## src/rtl/mem_arb_pkg.sv

```systemverilog
// mem_arb_pkg: shared types and constants for the memory arbiter.
//   state_t   : arbiter FSM states (IDLE, REQ, WAIT)
//   grant_t   : which requester owns the current transaction
//   SIZE_WORD : size code for a 32-bit access (instruction fetches use it)
// Optional feature macro used by the arbiter: MEM_ARB_RR_EN (see mem_arb_pick).
package mem_arb_pkg;

  typedef enum logic [1:0] {
    IDLE = 2'd0,
    REQ  = 2'd1,
    WAIT = 2'd2
  } state_t;

  typedef enum logic {
    GNT_INST = 1'b0,
    GNT_DATA = 1'b1
  } grant_t;

  localparam logic [1:0] SIZE_WORD = 2'd2;

endpackage

```

## src/rtl/mem_arb_pick.sv

```systemverilog
// mem_arb_pick: combinational winner select for the memory arbiter.
// Ports:
//   inst_req   in  fetch request
//   data_req   in  data-stage request
//   last_grant in  requester served by the most recently completed transaction
//   winner     out requester to accept; only meaningful when a request is high
// Macro MEM_ARB_RR_EN:
//   defined   -> round robin: on a tie the requester not in last_grant wins
//   undefined -> fixed priority: DATA beats INST on a tie
module mem_arb_pick
  import mem_arb_pkg::*;
(
  input  logic   inst_req,
  input  logic   data_req,
  input  grant_t last_grant,
  output grant_t winner
);

`ifdef MEM_ARB_RR_EN
  always_comb begin
    winner = GNT_INST;
    if (inst_req && data_req) begin
      winner = (last_grant == GNT_INST) ? GNT_DATA : GNT_INST;
    end else if (data_req) begin
      winner = GNT_DATA;
    end
  end
`else
  // last_grant has no effect on fixed priority; kept on the port so both
  // builds share one interface.
  logic unused_last_grant;
  assign unused_last_grant = last_grant;

  always_comb begin
    winner = GNT_INST;
    if (data_req) begin
      winner = GNT_DATA;
    end
  end
`endif

endmodule

```

## src/rtl/mem_arbiter.sv

```systemverilog
// mem_arbiter: shares one memory port between instruction fetch and the
// data-access stage, with one transaction outstanding at a time.
// Ports:
//   clk, rst                     clock (rising edge), synchronous active-high reset
//   inst_req/inst_addr           fetch request (always a word read)
//   inst_addr_ok/inst_data_ok    fetch accepted / fetch data valid (1-cycle pulses)
//   inst_rdata                   fetch data (copy of mem_rdata)
//   data_req/wr/size/addr/wdata  data-stage request
//   data_addr_ok/data_data_ok    data accepted / load data valid or store done
//   data_rdata                   load data (copy of mem_rdata)
//   mem_req/wr/size/addr/wdata   downstream request, driven from latched fields
//   mem_addr_ok/mem_data_ok      downstream accept / response
//   mem_rdata                    downstream read data
//   busy                         a transaction is in flight (state != IDLE)
// Macro MEM_ARB_RR_EN selects round-robin tie-breaking (default: DATA priority).
//
// Handshake: a requester holds *_req and its fields until it sees *_addr_ok,
// which pulses in the same cycle the request is seen in IDLE. *_data_ok pulses
// once, one cycle, for the granted requester only. Downstream, mem_req is held
// with stable fields until mem_addr_ok; mem_data_ok is only honoured in WAIT and
// mem_addr_ok only in REQ.
module mem_arbiter
  import mem_arb_pkg::*;
#(
  parameter int AW = 32,
  parameter int DW = 32
) (
  input  logic          clk,
  input  logic          rst,
  input  logic          inst_req,
  input  logic [AW-1:0] inst_addr,
  output logic          inst_addr_ok,
  output logic          inst_data_ok,
  output logic [DW-1:0] inst_rdata,
  input  logic          data_req,
  input  logic          data_wr,
  input  logic [1:0]    data_size,
  input  logic [AW-1:0] data_addr,
  input  logic [DW-1:0] data_wdata,
  output logic          data_addr_ok,
  output logic          data_data_ok,
  output logic [DW-1:0] data_rdata,
  output logic          mem_req,
  output logic          mem_wr,
  output logic [1:0]    mem_size,
  output logic [AW-1:0] mem_addr,
  output logic [DW-1:0] mem_wdata,
  input  logic          mem_addr_ok,
  input  logic          mem_data_ok,
  input  logic [DW-1:0] mem_rdata,
  output logic          busy
);

  state_t        state_q, state_d;
  grant_t        grant_q, grant_d;
  grant_t        last_grant_q, last_grant_d;
  logic [AW-1:0] addr_q, addr_d;
  logic          wr_q, wr_d;
  logic [1:0]    size_q, size_d;
  logic [DW-1:0] wdata_q, wdata_d;
  grant_t        winner;

  mem_arb_pick u_pick (
    .inst_req   (inst_req),
    .data_req   (data_req),
    .last_grant (last_grant_q),
    .winner     (winner)
  );

  always_comb begin
    state_d      = state_q;
    grant_d      = grant_q;
    last_grant_d = last_grant_q;
    addr_d       = addr_q;
    wr_d         = wr_q;
    size_d       = size_q;
    wdata_d      = wdata_q;
    inst_addr_ok = 1'b0;
    data_addr_ok = 1'b0;
    inst_data_ok = 1'b0;
    data_data_ok = 1'b0;
    mem_req      = 1'b0;

    unique case (state_q)
      IDLE: begin
        if (inst_req || data_req) begin
          grant_d = winner;
          state_d = REQ;
          if (winner == GNT_DATA) begin
            data_addr_ok = 1'b1;
            addr_d       = data_addr;
            wr_d         = data_wr;
            size_d       = data_size;
            wdata_d      = data_wdata;
          end else begin
            // Fetches are always word reads with no store data.
            inst_addr_ok = 1'b1;
            addr_d       = inst_addr;
            wr_d         = 1'b0;
            size_d       = SIZE_WORD;
            wdata_d      = '0;
          end
        end
      end
      REQ: begin
        mem_req = 1'b1;
        if (mem_addr_ok) begin
          state_d = WAIT;
        end
      end
      WAIT: begin
        if (mem_data_ok) begin
          if (grant_q == GNT_DATA) begin
            data_data_ok = 1'b1;
          end else begin
            inst_data_ok = 1'b1;
          end
          last_grant_d = grant_q;
          state_d      = IDLE;
        end
      end
      default: begin
        state_d = IDLE;
      end
    endcase
  end

  always_ff @(posedge clk) begin
    if (rst) begin
      state_q      <= IDLE;
      grant_q      <= GNT_INST;
      last_grant_q <= GNT_INST;
      addr_q       <= '0;
      wr_q         <= 1'b0;
      size_q       <= 2'd0;
      wdata_q      <= '0;
    end else begin
      state_q      <= state_d;
      grant_q      <= grant_d;
      last_grant_q <= last_grant_d;
      addr_q       <= addr_d;
      wr_q         <= wr_d;
      size_q       <= size_d;
      wdata_q      <= wdata_d;
    end
  end

  // Downstream fields come straight from the latches so they cannot move
  // while mem_req is waiting for mem_addr_ok.
  assign mem_wr     = wr_q;
  assign mem_size   = size_q;
  assign mem_addr   = addr_q;
  assign mem_wdata  = wdata_q;
  assign inst_rdata = mem_rdata;
  assign data_rdata = mem_rdata;
  assign busy       = (state_q != IDLE);

endmodule

```

## config.mk

```make
export PLATFORM = sky130hd
export DESIGN_NAME = mem_arbiter
export DESIGN_NICKNAME = d
export VERILOG_FILES = /design/src/rtl/mem_arb_pkg.sv /design/src/rtl/mem_arb_pick.sv /design/src/rtl/mem_arbiter.sv
export SDC_FILE = /design/constraint.sdc
export NUM_CORES = 1
export LEC_CHECK = 0
export ABC_AREA = 1
export CAP_MARGIN = 20
export CORE_ASPECT_RATIO = 0.9
export CORE_MARGIN = 8
export CORE_UTILIZATION = 36
export CTS_BUF_LIST = sky130_fd_sc_hd__clkbuf_4 sky130_fd_sc_hd__clkbuf_8
export CTS_CLUSTER_DIAMETER = 150
export DETAILED_ROUTE_END_ITERATION = 10
export GPL_TIMING_DRIVEN = 0
export PLACE_DENSITY_LB_ADDON = 0.25
export SYNTH_ARGS = -nofsm -noshare
export SYNTH_HDL_FRONTEND = slang
export SYNTH_HIERARCHICAL = 1
export SYNTH_SLANG_ARGS = --single-unit
```

## constraint.sdc

```tcl
create_clock -name clk -period 1.3 [get_ports clk]
set_input_delay 0.195 -clock clk [delete_from_list [all_inputs] [get_ports clk]]
set_output_delay 0.195 -clock clk [all_outputs]
set_load 0.05 [all_outputs]
```

==> reports/qor.yml <==
placement:
  port_buffers: 240
  gp_congestion: 0.749
  placed_area_um2: 6330
  dp_hpwl_um: 11400
clocking:
  numCtsBuffers: 9
  tritoncts: "yes"
  clk_path_buf_depth: 2
  cts_root_buf: "clkbuf_8"
  h-tree-depth: 3
  insertion_delay_ps: 350
  clkSinkCount: 70
  clkTransAtPathRegs_ps: 70
  ctsHoldBuffers: 0
setup_path:
  critical_path_arrival_ps: 1310
  ff2ff_setup_slack_ps: 60
  cp.required_ps: 1110
  start_kind: "register"
  crit_type: "reg -> out"
  cp-end-kind: "output port"
  crit_fanout: 3
detailed_routing:
  drtIter0Drc: 144
  vias_per_cell: 4.46
  drc: 0
  first_pass_iters: 4
  routed_wl_um: 14000
  final_antenna_net_count: 0
  dr_total_vias: 4279
  routedWlPerCell_um: 14.6
power:
  cellLeakagePower_nw: 3.21
  total_power_mw: 7.50
  power.density_nw_per_um2: 1140
  worst_ir_drop_vdd_mv: 0.608
status:
  violations: "setup timing"
  status: "finished with violations"
die:
  start_util_pct: 36.9
  dieWidth_um: 124
  ios: 274
  die_y_um: 113
  fp.dieArea_um2: 14000
  core-area_um2: 10200
  rows: 35
layout:
  final_core_util_pct: 64.3
  layout_commonest_cell: "nand2_1"
  drive_above_1_share_pct: 24.8
  fillers: 975
  synthToLayoutAreaGrowth_pct: 74.5
  regArea_um2: 1410
  design_area_um2: 6560
  antenna_cells: 0
  nets: 963
  layout_common_cells: "nand2_1, clkdlybuf4s50_1, buf_4"
  multi_input_area_um2: 1520
yosys:
  syn_area_um2: 3760
  avgSynthCellArea_um2: 6.62
  syn_nets: 705
  yosys_warnings: 6
  synthCells: 568
sta:
  fmaxAchievable_mhz: 664
  clock_skew_ps: 8.24
  setup_ws_ps: -206
  rsz0062_at_grt: "yes"
  period_share_pct: 116
  finalMaxSlewViolations: 0
  finalHoldViolations: 0
  min_period_ps: 1510
  maxSlewHeadroom_pct: 65.2
  hold_ws_ps: 361
  tightest_slew_ps: 521
  finalSetupViolations: 4
flow_run:
  maxCapViolCount: 0
global_route:
  grt_pass1_vias: 4389
  grt_max_degree: 13
  antenna_found_initial: 0
  global_route.usage.total_pct: 19.2
  grt_pass1_wl_um: 21400
  grt-ovfl-total: 0
min_path:
  min_path_type: "in -> reg"
==> critical path: stages (launching register included) <==
cell     delay, ps
dfxtp_4        360
nor2_4         160
nand2_4         80
buf_8          130
nor2_4          90
buf_8          150
==> timing repair <==
action / CTS / global route
pin swaps: 3 / 3
setup buffers: 7 / 2
gates resized for setup: 263 / 122
setup endpoints to repair: 99 / 93
==> registers in the layout (all words and copies together) (netlist names) <==
signal     count
grant_q        1
mem_addr      32
mem_size       2
mem_wdata     32
mem_wr         1
state_q        2
==> cell type report <==
type	count	area share (%)
Buffer	99	11.5
Clock inverter	5	1.96
Multi-Input combinational cell	352	23.2
Clock buffer	11	2.31
Inverter	46	2.63
Tap cell	129	2.46
Timing Repair Buffer	248	34.5
Sequential cell	70	21.5
==> routing by layer <==
metal	up-vias	wire (um)	global-route usage [%]
met4	0	167	5.13
met3	16	1560	8.56
li1	2188	-	-
met1	1904	5090	19.4
met2	171	7230	34.7
met5	-	0	0
==> stage by stage <==
step / setup slack [ps] / TNS (ps) / cells
5_1_grt: -277 / -1040 / 960
3_5_place_dp: -1220 / -29210 / 937
4_1_cts: -213 / -798 / 959
6_report: -206 / -614 / 960
2_1_floorplan: -108 / -108 / 568
3_3_place_gp: -1210 / -26730 / 937
==> power breakdown <==
part,internal [mW],total [mW],leakage (nW),switching [mW]
Clock,1.58,2.41,0.140,0.831
Sequential,2.30,2.38,0.575,0.0810
Combinational,1.06,2.71,2.50,1.65
==> path summary, 6_finish.rpt <==
check,to,start,depth (start not counted)
worst min register to register,mem_wr$_SDFFE_PP0P_,mem_wr$_SDFFE_PP0P_,2
worst min-delay path,mem_size[1]$_SDFFE_PP0P_,rst,4
worst max register to register,mem_wdata[9]$_SDFFE_PP0P_,state_q[1]$_SDFFE_PP0P_,6
worst max-delay path,inst_addr_ok,state_q[1]$_SDFFE_PP0P_,5
Note: power is estimated with default switching activity, not from simulation.
